===== src/rtl/input_conditioner.sv =====
// input_conditioner: per-channel synchronizer, bypassable glitch filter, edge strobes and sticky glitch flags
module input_conditioner #(
  parameter int DATA_WIDTH = 8,
  parameter int SYNC_STAGES = 2,
  parameter int FILTER_CYCLES = 4,
  localparam int CNT_W = (FILTER_CYCLES < 2) ? 1 : $clog2(FILTER_CYCLES + 1)
) (
  input  logic                  clk,
  input  logic                  rst_n,
  input  logic                  filt_en,
  input  logic                  glitch_clr,
  input  logic [DATA_WIDTH-1:0] data_in,
  output logic [DATA_WIDTH-1:0] data_out,
  output logic [DATA_WIDTH-1:0] rise,
  output logic [DATA_WIDTH-1:0] fall,
  output logic                  any_edge,
  output logic [DATA_WIDTH-1:0] glitch_sticky
);
  localparam bit FILT = FILTER_CYCLES > 0;
  localparam logic [CNT_W-1:0] CNT_LAST = CNT_W'((FILTER_CYCLES > 0) ? FILTER_CYCLES - 1 : 0);
  logic [SYNC_STAGES-1:0][DATA_WIDTH-1:0] sync_q, sync_d;
  logic [DATA_WIDTH-1:0][CNT_W-1:0] cnt_q, cnt_d;
  logic [DATA_WIDTH-1:0] data_q, data_d, rise_q, rise_d, fall_q, fall_d, glitch_q, glitch_d, upd, lvl;
  logic any_q, any_d;
  always_comb begin
    sync_d = {sync_q[SYNC_STAGES-2:0], data_in};
    lvl = sync_q[SYNC_STAGES-1];
    data_d = data_q;
    cnt_d = '0;
    upd = '0;
    glitch_d = glitch_q & ~{DATA_WIDTH{glitch_clr}};
    for (int i = 0; i < DATA_WIDTH; i++) begin
      if (!(FILT && filt_en)) begin
        data_d[i] = lvl[i];
        upd[i] = lvl[i] ^ data_q[i];
      end else if (lvl[i] == data_q[i]) begin
        glitch_d[i] = glitch_d[i] | (cnt_q[i] != '0);
      end else if (cnt_q[i] == CNT_LAST) begin
        data_d[i] = lvl[i];
        upd[i] = 1'b1;
      end else begin
        cnt_d[i] = cnt_q[i] + 1'b1;
      end
    end
    rise_d = upd & lvl;
    fall_d = upd & ~lvl;
    any_d = |(rise_d | fall_d);
  end
  always_ff @(posedge clk) begin
    if (!rst_n) begin
      sync_q <= '0;
      cnt_q <= '0;
      data_q <= '0;
      rise_q <= '0;
      fall_q <= '0;
      any_q <= 1'b0;
      glitch_q <= '0;
    end else begin
      sync_q <= sync_d;
      cnt_q <= cnt_d;
      data_q <= data_d;
      rise_q <= rise_d;
      fall_q <= fall_d;
      any_q <= any_d;
      glitch_q <= glitch_d;
    end
  end
  assign data_out = data_q;
  assign rise = rise_q;
  assign fall = fall_q;
  assign any_edge = any_q;
  assign glitch_sticky = glitch_q;
endmodule


===== config.mk =====
export PLATFORM = sky130hd
export DESIGN_NAME = input_conditioner
export DESIGN_NICKNAME = d
export VERILOG_FILES = /design/src/rtl/input_conditioner.sv
export SDC_FILE = /design/constraint.sdc
export NUM_CORES = 1
export LEC_CHECK = 0
export ABC_AREA = 1
export CORE_AREA = 2 2 78 80
export DETAILED_ROUTE_END_ITERATION = 10
export DIE_AREA = 0 0 80 82
export PLACE_DENSITY = 0.78
export RECOVER_POWER = 100
export SLEW_MARGIN = 40
export SYNTH_ARGS = -nofsm -noshare
export SYNTH_HDL_FRONTEND = slang
export SYNTH_SLANG_ARGS = --single-unit

===== constraint.sdc =====
create_clock -name clk -period 1.3 [get_ports clk]
set_input_delay 0.325 -clock clk [delete_from_list [all_inputs] [get_ports clk]]
set_output_delay 0.325 -clock clk [all_outputs]
set_load 0.02 [all_outputs]

==> metrics <==
Placed Instances=516; # setup viols final=0; vias per cell=4.665; met3 GRT Util=5.495%; RSZ-0062 raised after global routing=true; reg-to-reg slack, setup=0.007 ns; grt total ovfl=0; crit path max fanout=3; Max Cap Violations=0; # hold bufs at CTS=0; Tcrit/Tclk final=99.44%; 1st-pass router iterations=4; Die Span Y=82 um; peak supply drop=0.0007094 V; Post-CTS Setup Bufs=0; Clock Latency Late Sink=0.34 ns; RR Endpoint=data_out[3]$_SDFFE_PN0P_; root buf cell=clkbuf_8; synthesized net count=408; Reg-to-Reg Start=cnt_q[9]$_SDFF_PP0_; via count=2482; DRT antenna net count=0; grt peak-use layer=met2; critical path data arrival time=1.56 ns; Pwr Density=1192 nW/um2; initial antenna violation count=0; met1 usage=22.81%; max frequency=773.6 MHz; Worst Hold Class=register to register; drt initial violations=129; GP Congestion=0.8498; vias in the first global route=2318; clock sink count=73; CP required=1.57 ns; Synth-to-Final Area Change=30.75%; Hold Startpoint=sync_d[11]$_SDFF_PN0_; Max transition margin=78.01%; Post-route DRC=0; post-synthesis instance area=2950 um2; Synth Area in Adders=10.18%; post-synthesis register bit count=73; die area=6560 um2; Initial Util=51.35%; CTS Buffer Depth=2; Cell Count, Final, Fillers Out=532; placed cell areas=3696 um2; number of hold violations in the final report=0; crit end category=register; number of diodes=0; R2R depth=8; critical path class=register to register; clk_skew=0.007984 ns; syn_area_per_cell=7.931 um2; fin area=3857 um2; Final Net Count=488; die span in x=80 um; layout cells sized above 1=23.19%; CTS tree=built; Hold Path End=lvl[3]$_SDFF_PN0_; IO Port Bufs=44; hold depth=2; Wirelength per Cell=11.30 um; distinct cell type count after synthesis=15; compound-cell area share of the yosys netlist=7.973%; Leak=1.804 nW; hpwl dp=4343 um; placement row count=28; final slew viol count=0; Clock transition at path regs=0.08 ns; Routed WL=6009 um; status=finished clean; core box area=5746 um2; Mapped Cells=372; xor/xnor share of the synthesized area=0%; I/O Pins=45; CP Launch Type=register; met2 Usage GRT=33.00%; gr usage total=19.65%; first-pass GRT wire length=9804 um; Simple-Gate Fraction of Synth Area=19.89%; TritonCTS Buffers=9; H-tree depth=3; pin count of the biggest net entering global routing=25; YS warnings=0; mux cell area share after synthesis=0%; Final min period=1.293 ns; actual slew at the worst max-slew pin=0.3298 ns; final hold slack=0.4159 ns; main combinational cell family by area after synthesis=simple AND/OR/NAND/NOR gates; sequential area share after synthesis=49.53%
## through the flow
step | util [%] | power, W | setup WS (ns) | TNS (ns)
after global placement | 64.33 | 0.002924 | -0.2737 | -11.27
after floorplan | - | 0.002690 | 0.1059 | 0
after CTS | 68.34 | 0.004627 | 0.00002642 | 0
after global routing | 67.14 | 0.004803 | -0.03549 | -0.1892
final | 67.14 | 0.004597 | 0.007286 | 0
after detailed placement | 64.33 | 0.002942 | -0.2756 | -11.89
## report_power, final
part	total [W]	leakage, nW	switching [W]	internal (W)
sequential	0.00235	0.598	0.0000351	0.00231
clock	0.00171	0.0974	0.000778	0.000935
combinational	0.000537	1.11	0.000311	0.000226
total	0.00460	1.80	0.00112	0.00347
## critical path, cell delays in order (launching register included)
cell and delay (ns):
dfxtp_1 0.33, ha_1 0.20, ha_1 0.19, inv_2 0.07
nand2_2 0.05, buf_4 0.14, o211ai_2 0.05, nand2_1 0.08
a21oi_2 0.12
## registers in the layout, indices dropped and copies added, names as in the netlist
| register | cells |
|---|---|
| glitch_sticky | 8 |
| cnt_q | 24 |
| any_edge | 1 |
| fall | 8 |
| sync_d | 8 |
| rise | 8 |
| lvl | 8 |
| data_out | 8 |
## kinds of logic (layout without fill, tap and decap cells)
logic type / after synthesis / after routing
adder cells (fa/ha/maj): 24 / 24
buffers and inverters: 89 / 174
flip-flops: 73 / 73
AO/OA/AOI/OAI: 39 / 39
AND/OR/NAND/NOR: 147 / 147
## metal layers
layer  vias to the layer above  wire [um]
met4                         0        115
met2                        54       3013
met3                         9        288
li1                       1292          -
met5                         -          0
met1                      1127       2591
## layout make-up
cell class              count  area (um2)
fillers                   464        1888
repair buffers             76       601.8
clock buffers              13       148.9
clock inverters             3       40.04
inverters                  82       312.8
flip-flops and latches     73        1470
multi-input cells         210        1190
well taps                  75       93.84
## timing repair
item | CTS | global route
pin swaps | 0 | 1
endpoints found under the setup margin | 36 | 37
cloned | 0 | 0
gates resized for setup | 91 | 56
## synth_stat cells
cell       n  area, um2
inv_1     80      300.3
nand2_1   77      289.0
dfxtp_1   73       1461
nor2_1    44      165.2
ha_1      24      300.3
nand3_1   24      120.1
a21oi_1   23      115.1
o21ai_0    8      40.04
buf_2      4      20.02
o211ai_1   4      30.03
o211ai_2   4      50.05
buf_6      3      33.78
and2_1     2      12.51
clkinv_1   1      3.750
inv_6      1      8.760
## how the worst max path moves through the flow
stage	end	slack [ns]	start	depth (start not counted)
final	data_out[3]$_SDFFE_PN0P_	0.007	cnt_q[9]$_SDFF_PP0_	8
after floorplan	any_edge$_SDFF_PN0_	0.11	cnt_q[3]$_SDFF_PP0_	8
after global placement	cnt_q[18]$_SDFF_PP0_	-0.27	filt_en	7
after CTS	glitch_sticky[7]	0.00003	glitch_sticky[7]$_SDFF_PN0_	1
after global routing	data_out[2]$_SDFFE_PN0P_	-0.04	cnt_q[6]$_SDFF_PP0_	8
after detailed placement	cnt_q[19]$_SDFF_PP0_	-0.28	filt_en	7
## cell usage in the layout (no fill, tap or decap), types with 2 or more instances in the layout
cell / n
o211ai_1: 4
buf_12: 2
nand3_2: 3
a21oi_2: 4
nand3_1: 21
clkbuf_4: 2
clkbuf_1: 14
inv_2: 7
clkdlybuf4s15_2: 10
buf_4: 24
a21oi_1: 19
clkinv_2: 2
clkbuf_8: 10
inv_1: 73
o21ai_0: 7
o211ai_2: 4
nand2_2: 6
ha_1: 15
clkbuf_2: 12
buf_6: 2
nand2_1: 71
clkdlybuf4s50_1: 11
nor2_1: 44
ha_2: 9
dfxtp_1: 66
dfxtp_2: 7
clkdlybuf4s15_1: 2
(Power assumes the default switching activity.)
